**config.mk**
```make
export PLATFORM = sky130hd
export DESIGN_NAME = ast_ldfifo_bank
export DESIGN_NICKNAME = d
export VERILOG_FILES = /design/src/rtl/ast_ldfifo_bank.sv
export SDC_FILE = /design/constraint.sdc
export NUM_CORES = 1
export LEC_CHECK = 0
export ABC_AREA = 0
export BUFFER_PORTS_ARGS = -buffer_cell sky130_fd_sc_hd__buf_2
export CAP_MARGIN = 20
export CORE_AREA = 2 2 171 190
export DETAILED_ROUTE_END_ITERATION = 7
export DIE_AREA = 0 0 173 192
export PLACE_DENSITY_LB_ADDON = 0.2
export SYNTH_ARGS = -nofsm -noshare
export SYNTH_HDL_FRONTEND = slang
export SYNTH_SLANG_ARGS = --single-unit
export TNS_END_PERCENT = 1
```
**constraint.sdc**
```tcl
create_clock -name clk -period 3.4 [get_ports clk]
set_input_delay 0.85 -clock clk [delete_from_list [all_inputs] [get_ports clk]]
set_output_delay 0.85 -clock clk [all_outputs]
set_load 0.02 [all_outputs]
```
**src/rtl/ast_ldfifo_bank.sv**
```systemverilog
// Multi-channel lockstep FIFO bank with whole-array parallel load and an
// optional diagonal output skew (channel k emerges k cycles after channel 0).
module ast_ldfifo_bank #(
    parameter int DEPTH     = 8,
    parameter int DATAWIDTH = 8,
    parameter int NUM_CH    = 4,
    parameter int SKEW_EN   = 1
) (
    input  logic                     clk,
    input  logic                     rst,
    input  logic                     rst_ptr,
    input  logic                     push,
    input  logic                     pop,
    input  logic                     parallel_load,
    input  logic [DATAWIDTH-1:0]     array_in [NUM_CH][DEPTH],
    input  logic [DATAWIDTH-1:0]     data_in  [NUM_CH],
    output logic [DATAWIDTH-1:0]     data_out [NUM_CH],
    output logic [NUM_CH-1:0]        out_valid,
    output logic [$clog2(DEPTH):0]   count,
    output logic                     empty,
    output logic                     full,
    output logic                     busy
);

    localparam int AW = $clog2(DEPTH);
    localparam int CW = AW + 1;

    logic [DATAWIDTH-1:0] mem [NUM_CH][DEPTH];
    logic [AW-1:0]        wr_ptr;
    logic [AW-1:0]        rd_ptr;
    logic                 pop_acc;
    logic                 push_acc;
    logic [NUM_CH-1:0]    pend;

    // Status flags come straight from count, so full/empty are never ambiguous.
    assign empty = (count == '0);
    assign full  = (count == CW'(DEPTH));

    // Pointer clear and parallel load both take precedence over push/pop;
    // a push may fill the slot freed by a same-cycle pop when full.
    assign pop_acc  = pop && !empty && !rst_ptr && !parallel_load;
    assign push_acc = push && (!full || pop_acc) && !rst_ptr && !parallel_load;

    // Anything still queued or still travelling through the skew chain.
    assign busy = (count != '0) || (|pend);

    // Shared pointers, occupancy count and the per-channel storage array.
    always_ff @(posedge clk or negedge rst) begin
        if (!rst) begin
            wr_ptr <= '0;
            rd_ptr <= '0;
            count  <= '0;
            for (int k = 0; k < NUM_CH; k++) begin
                for (int i = 0; i < DEPTH; i++) begin
                    mem[k][i] <= '0;
                end
            end
        end else if (rst_ptr) begin
            wr_ptr <= '0;
            rd_ptr <= '0;
            count  <= '0;
        end else if (parallel_load) begin
            wr_ptr <= '0;
            rd_ptr <= '0;
            count  <= CW'(DEPTH);
            for (int k = 0; k < NUM_CH; k++) begin
                for (int i = 0; i < DEPTH; i++) begin
                    mem[k][i] <= array_in[k][i];
                end
            end
        end else begin
            if (push_acc) begin
                for (int k = 0; k < NUM_CH; k++) begin
                    mem[k][wr_ptr] <= data_in[k];
                end
                wr_ptr <= wr_ptr + AW'(1);
            end
            if (pop_acc) begin
                rd_ptr <= rd_ptr + AW'(1);
            end
            if (push_acc && !pop_acc) begin
                count <= count + CW'(1);
            end else if (pop_acc && !push_acc) begin
                count <= count - CW'(1);
            end
        end
    end

    for (genvar k = 0; k < NUM_CH; k++) begin : g_ch
        localparam int LEN = (SKEW_EN != 0) ? k + 1 : 1;

        logic [DATAWIDTH-1:0] stg_data [LEN];
        logic [LEN-1:0]       stg_valid;

        // Output chain: stage 0 captures the popped word, later stages add the
        // per-channel delay; each stage only reloads data when valid arrives.
        always_ff @(posedge clk or negedge rst) begin
            if (!rst) begin
                for (int j = 0; j < LEN; j++) begin
                    stg_data[j] <= '0;
                end
                stg_valid <= '0;
            end else if (rst_ptr) begin
                for (int j = 0; j < LEN; j++) begin
                    stg_data[j] <= '0;
                end
                stg_valid <= '0;
            end else begin
                stg_valid[0] <= pop_acc;
                if (pop_acc) begin
                    stg_data[0] <= mem[k][rd_ptr];
                end
                for (int j = 1; j < LEN; j++) begin
                    stg_valid[j] <= stg_valid[j-1];
                    if (stg_valid[j-1]) begin
                        stg_data[j] <= stg_data[j-1];
                    end
                end
            end
        end

        assign data_out[k]  = stg_data[LEN-1];
        assign out_valid[k] = stg_valid[LEN-1];

        if (LEN > 1) begin : g_pend
            assign pend[k] = |stg_valid[LEN-2:0];
        end else begin : g_nopend
            assign pend[k] = 1'b0;
        end
    end

endmodule
```
== After elaboration in Yosys (flattened, before gate mapping) ==
Index checks and enable logic that the tools add are counted.
Word-level totals
  register bits after elaboration: 356
  logic and storage cells: 140
Operators by class
  add/sub/neg operators: 4
  multiplexer cells: 48
  $lt $le $gt $ge: 3
  bitwise operators: 3
  reductions and logical operators: 32
  equality and inequality tests: 1
Operators with widths (number)
  $mux 256: 2
  $bwmux 64: 4
  $mux 8: 20
  $bmux 8 s3: 4
  $mux 32: 1
  $demux 8 s3: 1
  $mux 24: 1
  $mux 3: 7
  $mux 4: 5
  $mux 16: 1
  $reduce_bool 2->1: 8
  $logic_and 1x1->1: 9
  $ge 4x4->1 const B: 2
  $not 3->4: 2
  $reduce_bool 4->1: 2
  $add 3x1->3 const B: 2
  $logic_not 1->1: 6
  $reduce_bool 3->1: 2
  $reduce_or 6->1: 1
  $add 4x1->4 const B: 1
  $eq 4x4->1 const B: 1
  $logic_not 4->1: 1
  $lt 4x1->1 const B: 1
  $sub 4x1->4 const B: 1
  5 further kinds: 6

== Logic depth before layout (Yosys ltp) ==
  word-level depth: 15
  depth in mapped cells: 12

== Least setup slack after synthesis ==
OpenSTA, ideal clock, no wires.
  kind: input -> register
  from: in rst_ptr
  to: reg count[3]
  path buffers: 3
  stages: 11
  setup time: 121 ps
  slack: 433 ps
  data arrival time: 2846 ps
  path through: clkbuf_1 or2_2 clkbuf_1 clkbuf_1 nor2_1 ha_1 inv_1 ha_1 a21oi_1 nand4_1 and4b_1
Between the ends
  word-level cells in the longest chain between the ends: 11
Ends and longest elaborated chain
  from (decl): RTL line 11  | input logic rst_ptr,
  $logic_not 1->1: RTL line 41, 42
  $logic_and 1x1->1 (2 in a row): RTL line 41  | assign pop_acc = pop && !empty && !rst_ptr && !parallel_load;
  $logic_or 1x1->1: RTL line 42  | assign push_acc = push && (!full || pop_acc) && !rst_ptr && !parallel_load;
  $logic_and 1x1->1 (3 in a row): RTL line 42
  $logic_and 1x1->1: RTL line 81  | if (push_acc && !pop_acc) begin
  $mux 4: RTL line 81
  $mux 4: RTL line 62  | end else if (parallel_load) begin
  $mux 4: RTL line 58  | end else if (rst_ptr) begin
  to (signal assigned): RTL line 65  | count <= CW'(DEPTH);
  to (signal assigned): RTL line 82  | count <= count + CW'(1);
  to (signal assigned): RTL line 84  | count <= count - CW'(1);
  to (decl): RTL line 19  | output logic [$clog2(DEPTH):0] count,
Several ways; a longest one is shown, not always the timed one.
A chain may end at the register's enable or synchronous reset.

== Worst setup path after layout ==
  from: reg count[1]
  to: out busy
Between the ends
  word-level cells in the longest chain between the ends: 2
Ends and longest elaborated chain
  $reduce_bool 4->1: RTL line 45  | assign busy = (count != '0) || (|pend);
  $logic_or 1x1->1: RTL line 45
  to (decl): RTL line 22  | output logic busy
Every way passes these cells.

==> results.toml <==
[cts]
cts_tree = "done"
cts_resized = 0
cts_setup_buffers = 0
ctsRootBufferMaster = "clkbuf_16"
cts.path.max_buffers = 3
numClockSinks = 350
cts-htree-levels = 2
cts_made_buffers = 38
cts_hold_buf = 0
path_clk_slew_ns = 0.06
clock_latency_ns = 0.53

[floorplanning]
coreArea_um2 = 31100
start_util = 0.547
die_x_um = 173
rows = 68
fp.dieH_um = 192
num_io_pins = 337
dieArea_um2 = 33200

[grt]
grt_pass1_wl_um = 86500
antenna_found_initial = 21
grt_max_degree = 93
first_global_vias = 14600
grt.total_usage = 0.340
grt_overflow = 0

[sta]
grt_setup_unrepaired = "false"
slew_headroom = 0.278
final.setup.worst_slack_ns = 0.272
setup_viol = 0
report.final.slew_viol_count = 0
hold_viol = 0
max_freq_mhz = 320
worst_slew_pin_slew_ns = 1.08
period_share = 0.920
clock_skew_ns = 0.0161
fin_setup_tns_ns = 0
min_period_ns = 3.13
fin_hold_ws_ns = 0.278

[routing]
drt_iter0_markers = 1786
routedWlPerCell_um = 26.7
drtAntennaViolNets = 0
viasPerCell = 6.73
wl_um = 56700
dr.pass1.iters = 7
via_count = 14300
post-route-drc-count = 0

[job]
maxCapViolCount = 0

[logic_synthesis]
yosysSeqAreaShare = 0.514
syn-num-nets = 1706
netlist_top_cells_area = "dfrtp_1, a221o_1, mux4_2"
synth_area_um2 = 17000
synth-seq-cells = 350
synth_compound_area_frac = 0.184
syn-instance-count = 1406
async_flop_share = 1.00
synth.largest_area_cell = "dfrtp_1"
synthAdderAreaFrac = 0.00485
avgSynthCellArea_um2 = 12.1
yosysUniqueCellTypes = 40
synth_warnings = 0
synth-simple-area-share = 0.133
synth_top_family_by_area = "compound AO/OA/AOI/OAI gates"
synth_edf_count = 0
muxShareOfSynthArea = 0.113
synth_ff_type = "dfrtp_1"
yosys.area.top_type_share = 0.514
synth_xor_area_frac = 0.00308

[final_layout]
final-seq-area_um2 = 8770
drive_gt1_frac = 0.318
multi_input_area_um2 = 7580
fill_cells = 2443
nets = 1963
area_growth_pct = 20.5

[hold_path]
hold_class = "input port to asynchronous set/reset pin"

[worst_setup_path]
path_class = "flip-flop to output port"
r2r_slack_ns = 0.64
worstRegToRegCells = 9
cp_max_fo = 7
worstPathRequired_ns = 2.55
timing.rr.start = "count[1]"
endpoint_kind = "output port"
critical_path_arrival_ns = 2.28
reg2reg_to = "count[3]"
cp-start-kind = "flip-flop"

[placed_design]
gp_congestion = 0.894
portBuffers = 336
preCtsSetupSlack_ns = 0.326
hpwlAfterDp_um = 36000

[pwr]
p_leak_uw = 0.00995
p_per_area_nw_per_um2 = 524
ir_drop_mv = 0.332
finalPower_uw = 10800

[run_status]
outcome = "completed"
-- worst max-delay path by stage --
stage / start / endpoint / cells after the start
3_3_place_gp: parallel_load / count[3] / 11
5_1_grt: count[1] / busy / 3
4_1_cts: count[1] / busy / 3
3_5_place_dp: parallel_load / count[3] / 11
6_report: count[1] / busy / 3
2_1_floorplan: rst_ptr / count[3] / 11
-- cells in the mapped netlist, types with 2 or more instances --
| cell | instances |
|---|---|
| dfrtp_1 | 350 |
| buf_1 | 7 |
| mux2i_1 | 49 |
| clkbuf_1 | 106 |
| nor3_1 | 3 |
| a221o_1 | 256 |
| a22oi_1 | 32 |
| mux4_2 | 64 |
| xor2_1 | 4 |
| nand2_1 | 99 |
| a21oi_1 | 6 |
| or4_1 | 2 |
| buf_4 | 25 |
| inv_1 | 8 |
| nand3_1 | 4 |
| xnor2_1 | 2 |
| nor4b_1 | 2 |
| and3_1 | 210 |
| inv_2 | 2 |
| o21bai_2 | 7 |
| nor2b_1 | 18 |
| nor2_1 | 95 |
| buf_2 | 29 |
| ha_1 | 5 |
| a2111oi_4 | 6 |
-- kinds of logic (layout without fill, tap and decap cells) --
kind of cell,Yosys count,in the layout
simple gates,439,439
buf+inv,178,464
fa+ha+maj,6,6
flops,350,350
compound gates,314,314
other cells,0,12
xor+xnor,6,6
mux,113,113
-- layer usage --
| layer | track usage | share of wire | vias to the layer above |
|---|---|---|---|
| li1 | - | - | 6000 |
| met1 | 0.464 | 0.39 | 7187 |
| met2 | 0.527 | 0.47 | 937 |
| met3 | 0.0734 | 0.10 | 149 |
| met4 | 0.156 | 0.037 | 12 |
| met5 | 0 | 0.0012 | - |
-- cell usage in the layout (no fill, tap or decap), types with 5 or more instances in the layout --
master	count
o21bai_4	7
a22oi_1	32
bufinv_16	5
a21oi_1	5
buf_4	33
mux2i_1	49
nand2_1	99
and3_1	210
nor2_1	93
nor2b_1	18
a221o_1	256
ha_1	5
diode_2	12
mux4_2	64
buf_2	335
clkbuf_16	41
a2111oi_4	6
dfrtp_1	347
clkbuf_1	9
inv_1	8
clkbuf_8	7
buf_12	13
-- power by group --
group / switching, µW / internal, µW / total (µW)
Combinational: 710 / 736 / 1450
Sequential: 273 / 4580 / 4850
Clock: 1730 / 2740 / 4470
Total: 2710 / 8050 / 10800
-- sequential cells by signal (all words and copies together), names as in the netlist --
name and cells:
count 4, data_out 24, g_ch.stg_data 56, g_ch.stg_valid 4
mem 256, rd_ptr 3, wr_ptr 3
-- through the flow --
stage	std cells	area [µm²]	utilization
floorplan	1406	17000	-
global placement	2041	19100	0.614
detailed placement	2041	19100	0.614
CTS	2110	20500	0.657
global route	2121	20500	0.659
finish	2124	20500	0.659
-- critical path, cell delays in order (launching register included) --
cell and delay [ns]:
dfrtp_1 0.44, or4_1 0.71, or4_1 0.44, buf_2 0.17
-- area by class of cell --
class,count,area share
clock buffer,57,0.0563
sequential,350,0.427
tap,420,0.0256
timing repair buffer,384,0.109
clock inverter,12,0.00945
antenna,12,0.00146
inverter,11,0.00225
multi-input combinational,878,0.369
Note: power is estimated with default switching activity, not from simulation.
